**src/rtl/duty_btn_pkg.sv**
```systemverilog
// Shared types and widths for the duty-cycle button conditioner.
package duty_btn_pkg;

  localparam int unsigned CNT_W = 24;
  localparam int unsigned RPT_W = 32;

  typedef enum logic [1:0] {
    ST_RELEASED  = 2'd0,
    ST_PRESSING  = 2'd1,
    ST_PRESSED   = 2'd2,
    ST_RELEASING = 2'd3
  } btn_state_e;

endpackage

```
**src/rtl/debounce_channel.sv**
```systemverilog
// One button channel: 2-flop synchronizer, debounce FSM, press strobe.
// Optional auto-repeat timer when DUTY_BTN_AUTOREPEAT_EN is defined.
module debounce_channel
  import duty_btn_pkg::*;
#(
  parameter int unsigned DEBOUNCE_CYCLES = 1000000,
  parameter int unsigned REPEAT_DELAY    = 50000000,
  parameter int unsigned REPEAT_PERIOD   = 10000000
) (
  input  logic clk_i,
  input  logic rst_i,
  input  logic btn_i,
  output logic pulse_o,
  output logic held_o
);

  localparam logic [CNT_W-1:0] CNT_LAST = CNT_W'(DEBOUNCE_CYCLES - 1);

  logic [1:0]       sync_q;
  btn_state_e       state_q, state_d;
  logic [CNT_W-1:0] cnt_q, cnt_d;
  logic             pulse_q, pulse_d;
  logic             press_evt;
  logic             btn_s;

  assign btn_s = sync_q[1];

  always_comb begin
    state_d   = state_q;
    cnt_d     = cnt_q;
    press_evt = 1'b0;
    case (state_q)
      ST_RELEASED: begin
        if (btn_s) begin
          state_d = ST_PRESSING;
          cnt_d   = '0;
        end
      end
      ST_PRESSING: begin
        if (!btn_s) begin
          state_d = ST_RELEASED;
          cnt_d   = '0;
        end else if (cnt_q == CNT_LAST) begin
          state_d   = ST_PRESSED;
          cnt_d     = '0;
          press_evt = 1'b1;
        end else begin
          cnt_d = cnt_q + 1'b1;
        end
      end
      ST_PRESSED: begin
        if (!btn_s) begin
          state_d = ST_RELEASING;
          cnt_d   = '0;
        end
      end
      ST_RELEASING: begin
        if (btn_s) begin
          state_d = ST_PRESSED;
          cnt_d   = '0;
        end else if (cnt_q == CNT_LAST) begin
          state_d = ST_RELEASED;
          cnt_d   = '0;
        end else begin
          cnt_d = cnt_q + 1'b1;
        end
      end
      default: begin
        state_d = ST_RELEASED;
        cnt_d   = '0;
      end
    endcase
  end

`ifdef DUTY_BTN_AUTOREPEAT_EN
  localparam logic [RPT_W-1:0] RPT_DELAY_LAST  = RPT_W'(REPEAT_DELAY - 1);
  localparam logic [RPT_W-1:0] RPT_PERIOD_LAST = RPT_W'(REPEAT_PERIOD - 1);

  logic [RPT_W-1:0] rpt_q, rpt_d;
  logic             rpt_phase_q, rpt_phase_d;
  logic             rpt_fire;

  // Timer only runs while the channel stays PRESSED; any exit zeroes it.
  always_comb begin
    rpt_d       = '0;
    rpt_phase_d = 1'b0;
    rpt_fire    = 1'b0;
    if (state_q == ST_PRESSED && btn_s) begin
      rpt_phase_d = rpt_phase_q;
      if (rpt_q == (rpt_phase_q ? RPT_PERIOD_LAST : RPT_DELAY_LAST)) begin
        rpt_fire    = 1'b1;
        rpt_phase_d = 1'b1;
      end else begin
        rpt_d = rpt_q + 1'b1;
      end
    end
  end

  always_ff @(posedge clk_i) begin
    if (rst_i) begin
      rpt_q       <= '0;
      rpt_phase_q <= 1'b0;
    end else begin
      rpt_q       <= rpt_d;
      rpt_phase_q <= rpt_phase_d;
    end
  end

  assign pulse_d = press_evt | rpt_fire;
`else
  assign pulse_d = press_evt;
`endif

  always_ff @(posedge clk_i) begin
    if (rst_i) begin
      sync_q  <= '0;
      state_q <= ST_RELEASED;
      cnt_q   <= '0;
      pulse_q <= 1'b0;
    end else begin
      sync_q  <= {sync_q[0], btn_i};
      state_q <= state_d;
      cnt_q   <= cnt_d;
      pulse_q <= pulse_d;
    end
  end

  assign pulse_o = pulse_q;
  assign held_o  = (state_q == ST_PRESSED) || (state_q == ST_RELEASING);

endmodule

```
**src/rtl/duty_button_conditioner.sv**
```systemverilog
// Two debounced buttons driving inc/dec strobes for a PWM duty generator.
// Define DUTY_BTN_AUTOREPEAT_EN to enable held-button auto-repeat.
module duty_button_conditioner #(
  parameter int unsigned DEBOUNCE_CYCLES = 1000000,
  parameter int unsigned REPEAT_DELAY    = 50000000,
  parameter int unsigned REPEAT_PERIOD   = 10000000
) (
  input  logic       clk,
  input  logic       rst,
  input  logic       ui_increase_duty,
  input  logic       ui_decrease_duty,
  output logic       uo_inc_pulse,
  output logic       uo_dec_pulse,
  output logic [1:0] uo_held
);

  logic inc_p, dec_p;
  logic inc_held, dec_held;
  logic inc_pulse_q, dec_pulse_q;

  debounce_channel #(
    .DEBOUNCE_CYCLES (DEBOUNCE_CYCLES),
    .REPEAT_DELAY    (REPEAT_DELAY),
    .REPEAT_PERIOD   (REPEAT_PERIOD)
  ) u_inc (
    .clk_i   (clk),
    .rst_i   (rst),
    .btn_i   (ui_increase_duty),
    .pulse_o (inc_p),
    .held_o  (inc_held)
  );

  debounce_channel #(
    .DEBOUNCE_CYCLES (DEBOUNCE_CYCLES),
    .REPEAT_DELAY    (REPEAT_DELAY),
    .REPEAT_PERIOD   (REPEAT_PERIOD)
  ) u_dec (
    .clk_i   (clk),
    .rst_i   (rst),
    .btn_i   (ui_decrease_duty),
    .pulse_o (dec_p),
    .held_o  (dec_held)
  );

  // Coincident strobes cancel each other; nothing is queued for later.
  always_ff @(posedge clk) begin
    if (rst) begin
      inc_pulse_q <= 1'b0;
      dec_pulse_q <= 1'b0;
    end else begin
      inc_pulse_q <= inc_p & ~dec_p;
      dec_pulse_q <= dec_p & ~inc_p;
    end
  end

  assign uo_inc_pulse = inc_pulse_q;
  assign uo_dec_pulse = dec_pulse_q;
  assign uo_held      = {dec_held, inc_held};

endmodule

```
**config.mk**
```make
export PLATFORM = sky130hd
export DESIGN_NAME = duty_button_conditioner
export DESIGN_NICKNAME = d
export VERILOG_FILES = /design/src/rtl/duty_btn_pkg.sv /design/src/rtl/debounce_channel.sv /design/src/rtl/duty_button_conditioner.sv
export SDC_FILE = /design/constraint.sdc
export NUM_CORES = 1
export LEC_CHECK = 0
export CORE_MARGIN = 2
export CORE_UTILIZATION = 25
export DETAILED_ROUTE_END_ITERATION = 16
export GPL_TIMING_DRIVEN = 0
export PLACE_DENSITY_LB_ADDON = 0.15
export REMOVE_ABC_BUFFERS = 1
export SYNTH_ARGS = -nofsm -noshare
export SYNTH_HDL_FRONTEND = slang
export SYNTH_SLANG_ARGS = --single-unit
```
**constraint.sdc**
```tcl
create_clock -name clk -period 1.9 [get_ports clk]
set_input_delay 0.19 -clock clk [delete_from_list [all_inputs] [get_ports clk]]
set_output_delay 0.19 -clock clk [all_outputs]
set_load 0.01 [all_outputs]
```
==> summary.md <==
| Metric | Value |
|---|---|
| Status | complete, but fails checks |
| Failing checks | setup timing |
| Crit path time final | a little over 2000 ps |
| Buf/Inv on CP | 1 |
| Worst-margin pin slew | ~870 ps |
| PortBufs | 7 |
| Slew HR | 0.419 |
| CP delay by family, top | simple AND/OR/NAND/NOR gates |
| Core area | about 0.012 mm2 |
| Crit Path Category | reg -> reg |
| Fill cells | ~1,200 |
| Synthesized instance count | 370 |
| Final Core Density | 0.341 |
| Worst R2R Path Depth | 6 |
| Pins Over Slew Limit | 0 |
| WP data arrival | 2240 ps |
| VDD IR max | 416 uV |
| Ports | 8 |
| Largest net degree at the start of global routing | 23 |
| Pwr dens | 791 mW/mm2 |
| Reg-to-Reg Start | u_inc.cnt_q[10] |
| Insertion delay to the later sink of the worst-skew pair | 330 ps |
| Syn-to-layout area delta | 34.8% |
| N_diodes | 0 |
| Hold WC Path Type | reg -> reg |
| RSZ-0062 raised after global routing | true |
| Pre-antenna DRT Iters | 4 |
| Clk root buf | clkbuf_16 |
| Synthesized flop and latch total | 60 |
| Setup Viol. Count Final | 21 |
| GRT overflow | 0 |
| Synth cell types | 47 |
| H-tree levels | 3 |
| Critical Path Max Stage Delay | about 520 ps |
| Worst R2R End | u_inc.cnt_q[17] |
| Global-route wire length before repair | 13,300 um |
| Drt drc | 0 |
| Final Non-Filler Cells | 545 |
| CTS Hold Bufs | 0 |
| Predominant post-synthesis flop cell | dfxtp_1 |
| Synth Warn # | 0 |
| Dpl hpwl | approximately 4900 um |
| Startpoint Class | register |
| Wire per inst | around 15 um |
| Via density | roughly 5.3 |
| Initial antenna violation count | 0 |
| Synth async-reset ratio | 0 |
| Critical Path End Type | register |
| Die area | roughly 0.013 mm2 |
| Clock buffer depth | 2 |
| Antenna Nets Post-Route | 0 |
| Post-Syn Area | between 0.003 and 0.004 mm2 |
| Worst-path maximum fanout | 16 |
| Placer Congestion | around 0.76 |
| Die X | 114 um |
| Reg2reg setup slack | -140 ps |
| Peak Freq | about 0.49 GHz |
| Minimum hold slack | ~410 ps |
| Setup crit start | u_inc.cnt_q[10] |
| Vias in the first global route | between 2,000 and 3,000 |
| Final Hold Fails | 0 |
| Clock Sink Count | 60 |
| Syn Area/Cell | just over 8 um2 |
| Share of cells above drive strength 1 | 0.241 |
| Clock-pin slew on the worst setup and hold paths | ~50 ps |
| Sequential fraction of the synthesis area | 0.400 |
| Leak Pwr | approximately 1.4 nW |
| Levels on crit path | 6 |
| Cell row count | 40 |
| EDFF count, synth | 0 |
| GR Util All Layers | 0.130 |
| Crit path to | u_inc.cnt_q[17] |
| Routed wire length | around 8200 um |
| Chip Height | ~110 um |
| Final WS setup | -138 ps |
| CP max-delay cell | or4b_4 |
| Num CTS Buffers | 9 |
| Initial core utilization | 0.253 |
| Final Skew | just under 6 ps |
| Via Count | slightly below 3,000 |
| Final #Nets | around 400 |
| Max-cap violations | 0 |
| Crit-path cells | or4b_4, or4_4, o21ai_4, buf_12, or4_1, nand3_1 |
| Tcrit/Tclk final | 1.07 |
| CTS tree | yes |
| Required time worst endpoint | 2110 ps |
| Placed Instances | between 500 and 600 |
| Initial DRC Count | around 200 |
==> area by class of cell <==
class | instances | area (um2) | share of cell area
clock buffer | 12 | 267 | 0.0659
multi-input combinational | 279 | 1910 | 0.473
timing repair buffer | 32 | 333 | 0.0823
tap | 147 | 184 | 0.0455
sequential | 60 | 1240 | 0.306
clock inverter | 4 | 70.1 | 0.0173
inverter | 11 | 41.3 | 0.0102
==> timing repair <==
item                       4_1_cts  5_1_grt
pin swaps                       12       10
resized for setup               47       32
setup endpoints to repair       48       34
setup buffers                   12        9
cloned                           3        0
==> cells in the mapped netlist (3+ instances only) <==
cell,number,area [um2]
nand4_1,9,56.3
o21ai_0,12,60.1
nor3_1,12,60.1
or3_1,8,50.1
mux2i_1,5,50.1
and3_1,8,50.1
a31oi_1,12,75.1
or4_1,8,60.1
xor2_1,5,43.8
nand2b_1,6,37.5
nor4_1,8,50.1
clkbuf_1,13,48.8
nor2_1,19,71.3
a21o_1,3,22.5
and4_1,7,61.3
o211ai_1,8,60.1
dfxtp_1,60,1200
a22o_1,5,43.8
and2_1,4,25.0
nor4b_1,3,26.3
nor2b_1,6,37.5
xnor2_1,3,26.3
a221o_1,4,40.0
a21oi_1,23,115
buf_2,4,20.0
nand3_1,35,175
nand2_1,41,154
inv_1,11,41.3
==> worst min-delay path by stage <==
stage | start | to | slack, ps | cells after the start
after floorplan | rst | u_dec.cnt_q[10] | 260 | 1
after global placement | u_inc.pulse_o | uo_dec_pulse | 400 | 1
after detailed placement | u_dec.pulse_o | uo_inc_pulse | 400 | 1
after CTS | u_dec.pulse_o | uo_inc_pulse | 410 | 1
after global routing | ui_increase_duty | u_inc.sync_q[0] | 440 | 2
final | u_dec.pulse_o | uo_inc_pulse | 410 | 1
==> metal layers <==
layer	routed length (um)	track usage	share of wire
met5	0	0	0
met4	140	0.0650	0.017
met3	326	0.0292	0.040
met2	3730	0.195	0.46
met1	3960	0.177	0.49
==> flip-flops by register name, indices dropped and copies added, names as in the netlist, named ones only <==
signal	count
uo_inc_pulse	1
u_inc.pulse_o	1
u_inc.cnt_q	24
u_inc.state_q	1
u_dec.cnt_q	24
u_dec.sync_q	2
u_dec.pulse_o	1
u_dec.state_q	1
u_inc.sync_q	2
uo_dec_pulse	1
==> worst register-to-register path: cells and delay by family, from the launching register on <==
| family | cells | cell delay (ps) |
|---|---|---|
| AOI/OAI and AO/OA | 1 | 200 |
| buffers and inverters | 1 | 160 |
| DFF | 1 | 340 |
| and+or+nand+nor | 4 | 1220 |
==> cells in the final DEF (no fill, tap or decap), types with 3 or more instances in the layout <==
cell type        synthesis  final
nand3_1                 35     32
xor2_1                   5      3
a22o_1                   5      5
xnor2_1                  3      3
clkbuf_16                0     10
nand2b_1                 6      6
a21oi_1                 23     22
dfxtp_4                  0      5
and4_1                   7      6
o211ai_1                 8      8
a31oi_1                 12     12
buf_4                    2     17
and2_1                   4      3
nor4_1                   8      5
a221o_1                  4      4
nor2_1                  19     17
dfxtp_1                 60     40
buf_6                    1      3
nand3_4                  0      3
or4_1                    8      8
dfxtp_2                  0     15
nor3_1                  12      8
clkbuf_8                 0      3
o21ai_0                 12     10
nand4_1                  9      9
nor3_2                   0      3
nand2_1                 41     38
and3_1                   8      7
inv_1                   11     11
or3_1                    8      8
mux2i_1                  5      5
nor2b_1                  6      6
a21o_1                   3      3
clkdlybuf4s50_1          0      6
==> through the flow <==
stage	TNS (ps)	worst slack (ps)	area (um2)	total power, mW
5_1_grt	-3090	-184	4050	3.32
3_3_place_gp	-92050	-3250	3150	1.38
4_1_cts	-1650	-123	3880	3.25
3_5_place_dp	-28860	-932	3230	1.39
6_report	-1760	-138	4050	3.20
2_1_floorplan	-32970	-1700	2900	1.35
==> cells by family after synthesis <==
group,count (synthesis),synth area share
flip-flops,60,0.400
XOR/XNOR,8,0.0233
AO/OA/AOI/OAI,80,0.176
buffers and inverters,33,0.0479
multiplexers,5,0.0167
AND/OR/NAND/NOR,182,0.328
adder cells (fa/ha/maj),2,0.00834
==> report_power, final <==
group	switching [mW]	internal [mW]	total, mW	leakage [nW]
clock network	0.581	1.25	1.83	0.169
registers	0.00975	1.26	1.27	0.496
logic	0.0631	0.0365	0.0996	0.740
total	0.654	2.55	3.20	1.40
No activity file was read; power rests on OpenSTA's default activity.
